**src/rtl/uart_pkg.sv**
```systemverilog
// ---------------------------------------------------------------------------
// uart_pkg
// Shared definitions for the UART transmit arbitration slice.
//
// Contents:
//   uart_byte_t       - one byte on the UART byte-stream interface
//   arb_state_e       - arbiter packet states (IDLE, HDR, DATA)
//   HDR_BASE_DEFAULT  - default header base byte; low 3 bits carry the source
//   IDX_W             - width of a source index (supports up to MAX_SRC)
//   wrapInc()         - round-robin pointer advance with wrap at n
// ---------------------------------------------------------------------------
package uart_pkg;

    typedef logic [7:0] uart_byte_t;

    typedef enum logic [1:0] {
        IDLE = 2'd0,
        HDR  = 2'd1,
        DATA = 2'd2
    } arb_state_e;

    localparam uart_byte_t HDR_BASE_DEFAULT = 8'hF0;

    // Source indices are always carried in 3 bits so the header byte layout
    // is identical for every N_SRC.
    localparam int IDX_W   = 3;
    localparam int MAX_SRC = 8;

    // Advance a source index by one, wrapping to zero after source n-1.
    function automatic logic [IDX_W-1:0] wrapInc(input logic [IDX_W-1:0] idx,
                                                 input int               n);
        logic [IDX_W-1:0] result;
        if (int'(idx) >= n - 1) begin
            result = '0;
        end else begin
            result = idx + IDX_W'(1);
        end
        return result;
    endfunction

endpackage

```
**src/rtl/uart_tx_arb_rr_pick.sv**
```systemverilog
// ---------------------------------------------------------------------------
// rr_pick
// Combinational round-robin first-set-bit finder. Starting at the pointer
// position and scanning upward with wrap, returns the first requesting bit.
//
// Ports:
//   req_i     in  N      request vector
//   ptr_i     in  IDX_W  scan start position (0..N-1)
//   onehot_o  out N      one-hot winner, 0 when no request
//   idx_o     out IDX_W  binary index of the winner, 0 when no request
//   any_o     out 1      at least one request present
// ---------------------------------------------------------------------------
module rr_pick
    import uart_pkg::*;
#(
    parameter int N = 2
)(
    input  logic [N-1:0]     req_i,
    input  logic [IDX_W-1:0] ptr_i,
    output logic [N-1:0]     onehot_o,
    output logic [IDX_W-1:0] idx_o,
    output logic             any_o
);

    logic [N-1:0] w_upperMask;
    logic [N-1:0] w_upperReq;
    logic [N-1:0] w_scanVec;

    // Split the requests into those at or above the pointer and the rest.
    // Searching the upper half first, then the full vector, gives the
    // wrap-around scan order without any modulo arithmetic.
    always_comb begin
        w_upperMask = '0;
        for (int k = 0; k < N; k++) begin
            w_upperMask[k] = (k >= int'(ptr_i));
        end
        w_upperReq = req_i & w_upperMask;
        w_scanVec  = (|w_upperReq) ? w_upperReq : req_i;
    end

    // Lowest set bit of the selected scan vector is the winner.
    always_comb begin
        onehot_o = '0;
        idx_o    = '0;
        any_o    = 1'b0;
        for (int k = 0; k < N; k++) begin
            if (!any_o && w_scanVec[k]) begin
                any_o       = 1'b1;
                onehot_o[k] = 1'b1;
                idx_o       = IDX_W'(k);
            end
        end
    end

endmodule

```
**src/rtl/uart_tx_arb.sv**
```systemverilog
// ---------------------------------------------------------------------------
// uart_tx_arb
// Shares one byte-serial UART transmitter between N_SRC packet requesters.
// One source is granted at a time (round-robin) for a whole packet, with an
// optional source-ID header byte in front of each packet. A stall watchdog
// aborts a packet whose owner stops presenting bytes for too long.
//
// Ports:
//   clk_i       in  1        clock
//   rst_ni      in  1        asynchronous active-low reset
//   srst_i      in  1        synchronous reset, same effect as rst_ni
//   req_val_i   in  N_SRC    per-source byte valid
//   req_data_i  in  N_SRC*8  per-source byte, source k at [8k+7:8k]
//   req_last_i  in  N_SRC    per-source end-of-packet flag
//   req_rdy_o   out N_SRC    per-source ready, at most one bit set
//   tx_val_o    out 1        byte valid to transmitter
//   tx_data_o   out 8        byte to transmitter
//   tx_rdy_i    in  1        transmitter ready
//   tx_avail_i  in  1        link available; gates new packet starts only
//   grant_o     out N_SRC    one-hot current owner, 0 when idle
//   busy_o      out 1        packet in progress
//   abort_o     out 1        one-cycle pulse on watchdog abort
// ---------------------------------------------------------------------------
module uart_tx_arb
    import uart_pkg::*;
#(
    parameter int         N_SRC     = 2,
    parameter int         HDR_EN    = 1,
    parameter uart_byte_t HDR_BASE  = HDR_BASE_DEFAULT,
    parameter int         STALL_MAX = 4096
)(
    input  logic               clk_i,
    input  logic               rst_ni,
    input  logic               srst_i,
    input  logic [N_SRC-1:0]   req_val_i,
    input  logic [N_SRC*8-1:0] req_data_i,
    input  logic [N_SRC-1:0]   req_last_i,
    output logic [N_SRC-1:0]   req_rdy_o,
    output logic               tx_val_o,
    output logic [7:0]         tx_data_o,
    input  logic               tx_rdy_i,
    input  logic               tx_avail_i,
    output logic [N_SRC-1:0]   grant_o,
    output logic               busy_o,
    output logic               abort_o
);

    // One extra bit so STALL_MAX-1 always fits, even for powers of two.
    localparam int SW = $clog2(STALL_MAX) + 1;

    arb_state_e       r_state;
    arb_state_e       w_nextState;
    logic [N_SRC-1:0] r_grant;
    logic [IDX_W-1:0] r_idx;
    logic [IDX_W-1:0] r_ptr;
    logic [SW-1:0]    r_stall;

    logic [N_SRC-1:0] w_pickOneHot;
    logic [IDX_W-1:0] w_pickIdx;
    logic             w_pickAny;
    logic             w_gVal;
    logic             w_gLast;
    uart_byte_t       w_gData;
    logic             w_start;
    logic             w_xfer;
    logic             w_done;
    logic             w_abort;

    rr_pick #(
        .N (N_SRC)
    ) u_pick (
        .req_i    (req_val_i),
        .ptr_i    (r_ptr),
        .onehot_o (w_pickOneHot),
        .idx_o    (w_pickIdx),
        .any_o    (w_pickAny)
    );

    // Select the granted source's valid/last/data using the one-hot grant.
    // Non-granted sources are masked out completely, so nothing they drive
    // can leak onto the transmitter side while a packet is in flight.
    always_comb begin
        w_gVal  = |(req_val_i & r_grant);
        w_gLast = |(req_last_i & r_grant);
        w_gData = '0;
        for (int k = 0; k < N_SRC; k++) begin
            if (r_grant[k]) begin
                w_gData = req_data_i[8*k +: 8];
            end
        end
    end

    // Packet-level events. The watchdog only counts cycles where the owner
    // has nothing to offer; valid-but-not-ready is transmitter back-pressure
    // and must never abort a packet.
    always_comb begin
        w_start = (r_state == IDLE) && tx_avail_i && w_pickAny;
        w_xfer  = (r_state == DATA) && w_gVal && tx_rdy_i;
        w_done  = w_xfer && w_gLast;
        w_abort = (r_state == DATA) && !w_gVal &&
                  (r_stall == SW'(STALL_MAX - 1));
    end

    // State register. The synchronous reset wins over any pending
    // transition and simply truncates a packet in progress.
    always_ff @(posedge clk_i or negedge rst_ni) begin
        if (!rst_ni) begin
            r_state <= IDLE;
        end else if (srst_i) begin
            r_state <= IDLE;
        end else begin
            r_state <= w_nextState;
        end
    end

    // Next-state logic: start a packet from IDLE when the link allows it,
    // leave HDR once the header is accepted, and leave DATA on the last
    // byte or on a watchdog abort.
    always_comb begin
        w_nextState = r_state;
        case (r_state)
            IDLE: begin
                if (w_start) begin
                    w_nextState = (HDR_EN != 0) ? HDR : DATA;
                end
            end
            HDR: begin
                if (tx_rdy_i) begin
                    w_nextState = DATA;
                end
            end
            DATA: begin
                if (w_done || w_abort) begin
                    w_nextState = IDLE;
                end
            end
            default: begin
                w_nextState = IDLE;
            end
        endcase
    end

    // Output logic: header byte in HDR, pure pass-through of the owner in
    // DATA, everything quiet in IDLE.
    always_comb begin
        req_rdy_o = '0;
        tx_val_o  = 1'b0;
        tx_data_o = '0;
        abort_o   = 1'b0;
        case (r_state)
            HDR: begin
                tx_val_o  = 1'b1;
                tx_data_o = {HDR_BASE[7:3], r_idx};
            end
            DATA: begin
                tx_val_o  = w_gVal;
                tx_data_o = w_gData;
                req_rdy_o = r_grant & {N_SRC{tx_rdy_i}};
                abort_o   = w_abort;
            end
            default: begin
                req_rdy_o = '0;
            end
        endcase
        grant_o = r_grant;
        busy_o  = (r_state != IDLE);
    end

    // Grant, index, round-robin pointer and stall counter. The pointer only
    // moves when a packet ends (normally or by abort) so that the source
    // after the last owner gets first chance at the next packet. The stall
    // counter is held at zero outside DATA, which also clears it on entry.
    always_ff @(posedge clk_i or negedge rst_ni) begin
        if (!rst_ni) begin
            r_grant <= '0;
            r_idx   <= '0;
            r_ptr   <= '0;
            r_stall <= '0;
        end else if (srst_i) begin
            r_grant <= '0;
            r_idx   <= '0;
            r_ptr   <= '0;
            r_stall <= '0;
        end else if (w_start) begin
            r_grant <= w_pickOneHot;
            r_idx   <= w_pickIdx;
            r_stall <= '0;
        end else if (w_done || w_abort) begin
            r_grant <= '0;
            r_ptr   <= wrapInc(r_idx, N_SRC);
            r_stall <= '0;
        end else if (r_state == DATA) begin
            if (w_xfer) begin
                r_stall <= '0;
            end else if (!w_gVal) begin
                r_stall <= r_stall + SW'(1);
            end
        end else begin
            r_stall <= '0;
        end
    end

endmodule

```
**config.mk**
```make
export PLATFORM = sky130hd
export DESIGN_NAME = uart_tx_arb
export DESIGN_NICKNAME = d
export VERILOG_FILES = /design/src/rtl/uart_pkg.sv /design/src/rtl/uart_tx_arb_rr_pick.sv /design/src/rtl/uart_tx_arb.sv
export SDC_FILE = /design/constraint.sdc
export NUM_CORES = 1
export LEC_CHECK = 0
export BUFFER_PORTS_ARGS = -buffer_cell sky130_fd_sc_hd__buf_2
export CAP_MARGIN = 30
export CORE_ASPECT_RATIO = 0.9
export CORE_MARGIN = 4
export CORE_UTILIZATION = 54
export CTS_CLUSTER_SIZE = 28
export DETAILED_ROUTE_END_ITERATION = 7
export GPL_TIMING_DRIVEN = 0
export PLACE_DENSITY = 0.94
export SLEW_MARGIN = 30
export SYNTH_ARGS = -nofsm -noshare
export SYNTH_HDL_FRONTEND = slang
export SYNTH_SLANG_ARGS = --single-unit
```
**constraint.sdc**
```tcl
create_clock -name clk_i -period 3.4 [get_ports clk_i]
set_input_delay 0.68 -clock clk_i [delete_from_list [all_inputs] [get_ports clk_i]]
set_output_delay 0.68 -clock clk_i [all_outputs]
set_load 0.02 [all_outputs]
```
==> impl_metrics.env, run 1 <==
export IMPL_outcome="finished, final reports clean"
export IMPL_clk_path_buf_depth=2
export IMPL_synth_top_cells_by_area="dfrtp_1, a22oi_1, ha_1"
export IMPL_initial_core_util=0.572
export IMPL_worst_setup_path_end_kind="primary output"
export IMPL_gp_congestion=0.854
export IMPL_maximum_single_stage_delay_on_the_critical_path_ns=0.43
export IMPL_multiInputGateArea_um2=742
export IMPL_ys_seq_elements=19
export IMPL_yosysMostFrequentCell="dfrtp_1"
export IMPL_cp_slowest_cell="dfrtp_1"
export IMPL_route_detailed_wl_per_inst_um=15.7
export IMPL_setup_worst_path_start_class="flip-flop"
export IMPL_max_cap_viol_count=0
export IMPL_slew_at_the_pin_closest_to_its_max_slew_limit_ns=0.720
export IMPL_post_synth_instance_area_mm2=0.00126
export IMPL_wire_length_of_the_first_global_routing_pass_mm=5.22
export IMPL_pins_over_slew_limit=0
export IMPL_io_pins=40
export IMPL_dieWidth_um=58.9
export IMPL_yosys_area_share_xor_xnor=0.00696
export IMPL_final_period_utilization=0.750
export IMPL_chipHeight_um=53.8
export IMPL_synthesis_area_per_instance_um2=8.86
export IMPL_cts_repair_resized=0
export IMPL_detail_route_vias_per_cell=6.23
export IMPL_cts_hold_repair_buffers=0
export IMPL_synth_cell_type_count=37
export IMPL_setup_worst_path_class="flip-flop to primary output"
export IMPL_grtUsageTotal=0.217
export IMPL_htreeDepth=1
export IMPL_maximum_number_of_pins_on_one_net_before_global_route_repair=20
export IMPL_synth_top_family_by_area="compound AO/OA/AOI/OAI gates"
export IMPL_synthArstFlopShare=1.00
export IMPL_ff2ff_path_depth=7
export IMPL_setup_repair_after_global_routing_missed_its_margin="no"
export IMPL_post_synthesis_sequential_area_ratio=0.378
export IMPL_clock_sinks=19
export IMPL_post_route_util=0.685
export IMPL_cts_tree="done"
export IMPL_area_fraction_of_the_dominant_cell_type_after_synthesis=0.378
export IMPL_power_density_mw_per_mm2=405
export IMPL_min_path_type="input port to asynchronous set/reset pin"
export IMPL_leakagePower_uw=0.000694
export IMPL_antenna_diode_count=0
export IMPL_finished_cell_area_mm2=0.00151
export IMPL_required_ns=2.72
export IMPL_drt_pre_antenna_iters=4
export IMPL_relSlewSlack=0.517
export IMPL_worst_ep_arrival_time_ns=1.87
export IMPL_antenna_violating_nets_post_route=0
export IMPL_finalCriticalPeriod_ns=2.55
export IMPL_arithmetic_cell_share_of_the_synthesized_area_counting_full_adders_half_adders_and_majority_gates=0.0497
export IMPL_grt_ovfl_total=0
export IMPL_cells_after_synthesis=142
export IMPL_crit_path_cell_trace="ha_1 > and4_1 > and3_1 > buf_4 > and2_1 > buf_2"
export IMPL_ir_drop_mv=0.347
export IMPL_yosysTopAreaCell="dfrtp_1"
export IMPL_finalSetupViolCount=0
export IMPL_fill_cells=171
export IMPL_r2r_slack_ns=1.15
export IMPL_design_core_area_mm2=0.00220
export IMPL_area_sequential_um2=475
export IMPL_placed_area_mm2=0.00148
export IMPL_wirelength_mm=3.31
export IMPL_area_growth_pct=19.9
export IMPL_finClkSkew_ns=0.00120
export IMPL_path_max_fanout=6
export IMPL_cts_clk_slew_worst_paths_ns=0.10
export IMPL_peak_freq_ghz=0.392
export IMPL_drt_initial_drc_count=74
export IMPL_rr_endpoint="r_stall[8]"
export IMPL_synth_compound_area_frac=0.263
export IMPL_synth_simple_gate_area_share=0.246
export IMPL_syn_nets=172
export IMPL_insertion_delay_ns=0.29
export IMPL_count_of_buffers_added_by_post_cts_timing_repair_for_setup=0
export IMPL_remaining_drc_errors=0
export IMPL_synth_enable_flop_cells=0
export IMPL_ys_top_cells_by_count="dfrtp_1, nand2_1, o21ai_0"
export IMPL_ys_warn_count=0
export IMPL_design_die_area_mm2=0.00317
export IMPL_num_nets_final=215
export IMPL_grt_antenna_before_repair=0
export IMPL_synthFlopType="dfrtp_1"
export IMPL_cts_inserted_buffers=3
export IMPL_crit_reg2reg_launch="r_stall[0]"
export IMPL_std_cell_rows=16
export IMPL_dpl_hpwl_mm=2.56
export IMPL_synthMuxAreaShare=0.0239
export IMPL_fraction_of_final_layout_cells_sized_beyond_drive_strength_1=0.250
export IMPL_io_buffer_count=38
export IMPL_report_final_hold_viol_count=0
export IMPL_route_vias_total=1315
export IMPL_cts_root_buf="clkbuf_4"
export IMPL_setup_tns_final_ns=0
export IMPL_number_of_global_route_vias_before_repair=1210
==> stage by stage <==
| stage | hold slack, ns | total power [uW] | setup WS, ns | cells |
|---|---|---|---|---|
| 2_1_floorplan | 0.384 | 420 | 1.24 | 142 |
| 6_report | 0.299 | 611 | 0.852 | 211 |
| 3_3_place_gp | 0.508 | 487 | 1.03 | 207 |
| 4_1_cts | 0.305 | 613 | 0.863 | 211 |
| 3_5_place_dp | 0.531 | 500 | 1.01 | 207 |
| 5_1_grt | 0.311 | 649 | 0.728 | 211 |
==> where the power goes <==
group          total (uW)  internal (uW)  switching, uW
clock                 113           45.7           67.2
sequential            258            240           18.0
combinational         241           91.9            149
total                 611            377            234
==> metal layers <==
layer	track usage	share of wire	up-vias
li1	-	-	618
met1	0.274	0.42	619
met2	0.364	0.47	70
met3	0.0432	0.093	8
met4	0.0943	0.018	0
met5	0	0	-
==> final cells by class <==
class	count	area share
Buffer	5	0.0149
Clock buffer	4	0.0174
Inverter	5	0.0124
Multi-Input combinational cell	113	0.492
Sequential cell	19	0.315
Tap cell	27	0.0224
Timing Repair Buffer	38	0.126
==> worst max-delay path, delay by kind of cell, from the launching register on <==
kind,cells,cell delay [ns]
flip-flops,1,0.43
adder cells (fa/ha/maj),1,0.24
buffers and inverters,2,0.30
AND/OR/NAND/NOR,3,0.59
==> worst max-delay path by stage <==
stage	slack (ns)	cells after the start	start	to
after floorplan	1.24	4	grant_o[0]	tx_data_o[0]
after global placement	1.03	5	req_val_i[1]	abort_o
after detailed placement	1.01	5	req_val_i[1]	abort_o
after CTS	0.86	6	r_stall[0]	abort_o
after global routing	0.73	6	r_stall[1]	abort_o
final	0.85	6	r_stall[0]	abort_o
==> layout by cell type (no fill, tap or decap), drive strengths merged, types with 3 or more instances in the layout <==
cell type  instances
o311ai             4
or3                5
a22oi             10
buf               40
nand3             10
inv                5
a21oi              7
nand2b             4
mux2i              3
clkbuf             7
and3               7
dfrtp             19
nand2             15
nor2               8
o21ai             12
ha                 5
==> cells by family (layout without fill, tap and decap cells) <==
kind of cell               Yosys count  after routing
xor gates and xnor gates             1              1
DFF                                 19             19
AOI/OAI and AO/OA                   46             46
buffers and inverters               10             52
and+or+nand+nor                     58             58
muxes                                3              3
adders and majority gates            5              5
==> registers in the layout, indices dropped and copies added (netlist names) <==
register,count
grant_o,2
r_stall,13
r_state,2
r_ptr,1
r_idx,1
Power figures use the tool's default switching activity.
==> inputs of run 2 (changes only) <==
- CORE_UTILIZATION: 54 -> 45
- PLACE_DENSITY: 0.94 -> 0.85
- clock period: 3.4 -> 2.2 ns (I/O delays scaled with it)
==> run 2 against run 1 <==
Combinational power rose by 66%. Via count fell by 1.1%. Largest power group is now combinational cells. Critical path depth fell by 1. Utilization fell by 6.9 points. Sequential share of layout area fell by 1.3 points. Critical endpoint unchanged. Register-to-register slack got worse by 1.0 ns. Routed wire length rose by 1.6%. Worst hold slack got worse by 0.25 ns. First-iteration DRC count fell by 38%. Critical path type unchanged.
==> impl_metrics.env, run 2 (same netlist as run 1, synthesis figures left out) <==
export IMPL_outcome="finished, final reports clean"
export IMPL_dieWidth_um=63.8
export IMPL_remaining_drc_errors=0
export IMPL_num_nets_final=220
export IMPL_number_of_global_route_vias_before_repair=1305
export IMPL_fraction_of_final_layout_cells_sized_beyond_drive_strength_1=0.328
export IMPL_io_buffer_count=38
export IMPL_antenna_violating_nets_post_route=0
export IMPL_detail_route_vias_per_cell=5.99
export IMPL_grt_ovfl_total=0
export IMPL_clk_path_buf_depth=2
export IMPL_multiInputGateArea_um2=762
export IMPL_wire_length_of_the_first_global_routing_pass_mm=5.76
export IMPL_io_pins=40
export IMPL_ff2ff_path_depth=7
export IMPL_report_final_hold_viol_count=0
export IMPL_leakagePower_uw=0.000735
export IMPL_gp_congestion=0.905
export IMPL_largest_register_ff_count=13
export IMPL_path_max_fanout=7
export IMPL_worst_setup_path_end_kind="primary output"
export IMPL_chipHeight_um=58.2
export IMPL_final_period_utilization=0.977
export IMPL_area_sequential_um2=475
export IMPL_finalSetupViolCount=0
export IMPL_max_cap_viol_count=0
export IMPL_area_growth_pct=25.0
export IMPL_r2r_slack_ns=0.12
export IMPL_largest_register="r_stall"
export IMPL_initial_core_util=0.493
export IMPL_cts_inserted_buffers=3
export IMPL_drt_initial_drc_count=46
export IMPL_std_cell_rows=17
export IMPL_relSlewSlack=0.668
export IMPL_setup_repair_after_global_routing_missed_its_margin="yes"
export IMPL_grt_antenna_before_repair=0
export IMPL_maximum_number_of_pins_on_one_net_before_global_route_repair=20
export IMPL_design_core_area_mm2=0.00255
export IMPL_design_die_area_mm2=0.00371
export IMPL_antenna_diode_count=0
export IMPL_route_detailed_wl_per_inst_um=15.5
export IMPL_peak_freq_ghz=0.465
export IMPL_totalPowerFinal_uw=970
export IMPL_fill_cells=208
export IMPL_htreeDepth=1
export IMPL_required_ns=1.76
export IMPL_rr_endpoint="r_stall[9]"
export IMPL_power_density_mw_per_mm2=617
export IMPL_insertion_delay_ns=0.30
export IMPL_setup_worst_path_class="flip-flop to primary output"
export IMPL_min_path_type="input port to asynchronous set/reset pin"
export IMPL_cts_root_buf="clkbuf_4"
export IMPL_route_vias_total=1300
export IMPL_finClkSkew_ns=0.00949
export IMPL_finalCriticalPeriod_ns=2.15
export IMPL_drt_pre_antenna_iters=4
export IMPL_dpl_hpwl_mm=2.58
export IMPL_cts_clk_slew_worst_paths_ns=0.11
export IMPL_setup_tns_final_ns=0
export IMPL_wirelength_mm=3.36
export IMPL_slew_at_the_pin_closest_to_its_max_slew_limit_ns=0.498
export IMPL_ir_drop_mv=0.307
export IMPL_pins_over_slew_limit=0
export IMPL_final_cell_mix="buf_2, dfrtp_1, nand2_1"
export IMPL_grtUsageTotal=0.193
export IMPL_clock_sinks=19
export IMPL_worst_ep_arrival_time_ns=1.71
export IMPL_layout_cells_most_common="buf_2"
export IMPL_cts_tree="done"
export IMPL_setup_worst_path_start_class="flip-flop"
export IMPL_crit_reg2reg_launch="r_state[0]"
-- run 2: cell types whose count changed in the layout (fill, tap and decap cells not counted), sizes merged --
cell and delta:
buf +5, clkbuf -1, clkinv +1
-- run 2: what timing repair did --
| action | CTS | global route |
|---|---|---|
| cloned | 0 | 0 |
| resized for setup | 2 | 17 |
| hold buffers | 0 | 0 |
| pin swaps | 0 | 2 |
| buffers inserted | 3 | 2 |
| hold endpoints to repair | 0 | 0 |
| endpoints found under the setup margin | 9 | 21 |
-- run 2: worst max path at each step --
stage	startpoint	to	slack [ns]	cells after the start
2_1_floorplan	r_stall[0]	r_stall[9]	0.27	7
3_3_place_gp	r_stall[0]	r_stall[8]	0.04	7
3_5_place_dp	r_stall[0]	r_stall[11]	-0.03	7
4_1_cts	r_state[0]	tx_val_o	-0.003	5
5_1_grt	r_state[0]	abort_o	-0.04	5
6_report	r_state[0]	abort_o	0.05	5
-- run 2: critical path, stage by stage, from the launching register on --
cell and delay (ns):
dfrtp_1 0.43, inv_1 0.10, ha_2 0.26, nor3b_4 0.29, and2_1 0.17, buf_2 0.16
-- run 2: report_power, final --
| group | internal (uW) | total, uW | leakage (uW) | switching (uW) |
|---|---|---|---|---|
| clock | 67.9 | 176 | 0.0000177 | 108 |
| sequential | 370 | 395 | 0.000263 | 24.9 |
| combinational | 161 | 399 | 0.000454 | 237 |
| total | 599 | 970 | 0.000735 | 371 |
-- run 2: metal layers --
layer | up-vias | GRT usage | wire [um]
li1 | 633 | - | -
met1 | 631 | 0.227 | 1400
met2 | 30 | 0.339 | 1760
met3 | 6 | 0.0465 | 138
met4 | 0 | 0.0769 | 66
met5 | - | 0 | 0
-- run 2: final cells by class --
cell class,count,area share
clock buffer,3,0.0143
buffer,5,0.0167
clock inverter,1,0.00318
sequential,19,0.302
timing repair buffer,43,0.145
tap,28,0.0223
multi-input combinational,113,0.484
inverter,5,0.0119
-- run 2: per-stage QoR --
step | area (um^2) | setup WS, ns | utilization | instances | hold WS [ns]
5_1_grt | 1570 | -0.0375 | 0.616 | 217 | 0.0705
6_report | 1570 | 0.0506 | 0.616 | 217 | 0.0446
3_3_place_gp | 1480 | 0.0425 | 0.581 | 208 | 0.389
3_5_place_dp | 1480 | -0.0293 | 0.581 | 208 | 0.396
2_1_floorplan | 1260 | 0.269 | - | 142 | 0.144
4_1_cts | 1540 | -0.00322 | 0.603 | 215 | 0.0514
==> inputs of run 3 (changes only) <==
- PLACE_DENSITY: 0.85 -> 0.79
- SLEW_MARGIN: 30 -> default
==> run 3 against run 2 <==
Setup slack better by 0.024 ns. Sequential share of layout area is 0.15 points higher. Total power decreased by 0.40%. Critical path depth grew 1. Cell area fell by 0.48%. First-iteration DRC count is 11% lower. Flip-flop and latch count stayed put. Sequential power hardly changed.
==> impl_metrics.env, run 3 (same netlist as run 1, synthesis figures left out) <==
export IMPL_outcome="finished, final reports clean"
export IMPL_clk_path_buf_depth=2
export IMPL_std_cell_rows=17
export IMPL_finClkSkew_ns=0.00583
export IMPL_post_route_util=0.613
export IMPL_cts_clk_slew_worst_paths_ns=0.11
export IMPL_wire_length_of_the_first_global_routing_pass_mm=5.39
export IMPL_ir_drop_mv=0.483
export IMPL_design_die_area_mm2=0.00371
export IMPL_crit_top_cell="buf_4"
export IMPL_drt_pre_antenna_iters=4
export IMPL_remaining_drc_errors=0
export IMPL_rr_endpoint="r_stall[9]"
export IMPL_layout_cells_most_common="buf_2"
export IMPL_cts_inserted_buffers=3
export IMPL_chipHeight_um=58.2
export IMPL_relSlewSlack=0.639
export IMPL_largest_register_ff_count=13
export IMPL_io_buffer_count=38
export IMPL_insertion_delay_ns=0.30
export IMPL_htreeDepth=1
export IMPL_ff2ff_path_depth=7
export IMPL_clock_sinks=19
export IMPL_required_ns=1.76
export IMPL_number_of_global_route_vias_before_repair=1173
export IMPL_power_density_mw_per_mm2=617
export IMPL_grtUsageTotal=0.178
export IMPL_r2r_slack_ns=0.13
export IMPL_antenna_diode_count=0
export IMPL_holdWs_ns=0.0541
export IMPL_slew_at_the_pin_closest_to_its_max_slew_limit_ns=0.542
export IMPL_max_cap_viol_count=0
export IMPL_finalCriticalPeriod_ns=2.13
export IMPL_antenna_violating_nets_post_route=0
export IMPL_num_nets_final=218
export IMPL_detail_route_vias_per_cell=6.00
export IMPL_cts_tree="done"
export IMPL_io_pins=40
export IMPL_final_period_utilization=0.966
export IMPL_final_cell_mix="buf_2, dfrtp_1, nand2_1"
export IMPL_largest_register="r_stall"
export IMPL_drt_initial_drc_count=41
export IMPL_crit_reg2reg_launch="r_state[0]"
export IMPL_route_detailed_wl_per_inst_um=15.1
export IMPL_path_max_fanout=6
export IMPL_fraction_of_final_layout_cells_sized_beyond_drive_strength_1=0.310
export IMPL_pins_over_slew_limit=0
export IMPL_grt_ovfl_total=0
export IMPL_maximum_single_stage_delay_on_the_critical_path_ns=0.43
export IMPL_setup_worst_path_class="flip-flop to primary output"
export IMPL_route_vias_total=1289
export IMPL_leakagePower_uw=0.000720
export IMPL_worst_setup_path_end_kind="primary output"
export IMPL_worst_ep_arrival_time_ns=1.69
export IMPL_maximum_number_of_pins_on_one_net_before_global_route_repair=20
export IMPL_crit_start="r_stall[1]"
export IMPL_grt_antenna_before_repair=0
export IMPL_setup_worst_path_start_class="flip-flop"
export IMPL_dpl_hpwl_mm=2.48
export IMPL_crit_path_cell_trace="ha_4 > and4_4 > and3_1 > buf_4 > and2_1 > buf_4"
export IMPL_wirelength_mm=3.25
export IMPL_dieWidth_um=63.8
export IMPL_report_final_hold_viol_count=0
export IMPL_area_growth_pct=24.4
export IMPL_min_path_type="input port to asynchronous set/reset pin"
export IMPL_placed_area_mm2=0.00148
export IMPL_finalSetupViolCount=0
export IMPL_cp_slowest_cell="dfrtp_1"
export IMPL_gp_congestion=0.810
export IMPL_peak_freq_ghz=0.471
export IMPL_cts_root_buf="clkbuf_4"
export IMPL_finished_cell_area_mm2=0.00157
export IMPL_design_core_area_mm2=0.00255
export IMPL_initial_core_util=0.493
-- run 3: final cells by class --
| cell class | instances | area (um^2) |
|---|---|---|
| Buffer | 5 | 26.3 |
| Multi-Input combinational cell | 113 | 768 |
| Inverter | 5 | 18.8 |
| Clock buffer | 4 | 26.3 |
| Tap cell | 28 | 35.0 |
| Fill cell | 224 | 987 |
| Sequential cell | 19 | 475 |
| Timing Repair Buffer | 41 | 215 |
-- run 3: how the worst max path moves through the flow --
stage | to
after floorplan | r_stall[9]
after global placement | r_stall[11]
after detailed placement | r_stall[10]
after CTS | abort_o
after global routing | tx_data_o[0]
final | abort_o
-- run 3: repair_timing --
item | CTS | global route
buffers inserted | 2 | 1
pin swaps | 0 | 1
resized for setup | 3 | 13
hold buffers | 0 | 0
endpoints found under the hold margin | 0 | 0
gates cloned | 0 | 0
setup endpoints to repair | 6 | 18
-- run 3: per-layer routing --
metal | vias to the layer above | share of wire | track usage
li1 | 628 | - | -
met3 | 4 | 0.093 | 0.0407
met2 | 53 | 0.46 | 0.298
met4 | 0 | 0.0071 | 0.0277
met5 | - | 0 | 0
met1 | 604 | 0.44 | 0.240
-- run 3: critical path: cells and delay by family (launching register included) --
| kind | cells | cell delay [ns] |
|---|---|---|
| buffers and inverters | 2 | 0.30 |
| AND/OR/NAND/NOR | 3 | 0.47 |
| adder cells (fa/ha/maj) | 1 | 0.18 |
| flip-flops | 1 | 0.43 |
-- run 3: per-stage QoR --
stage	setup TNS (ns)	setup slack (ns)	total power, uW	std cells
floorplan	0	0.269	649	142
finish	0	0.0747	966	215
detailed placement	-0.0798	-0.0339	771	208
global route	-0.00317	-0.00317	1030	215
global placement	0	0.0111	758	208
CTS	0	0.00816	958	214
-- run 3: where the power goes --
group	leakage, uW	internal, uW	switching, uW
logic	0.000442	153	233
clock network	0.0000150	70.6	112
registers	0.000263	370	27.0
total	0.000720	594	372
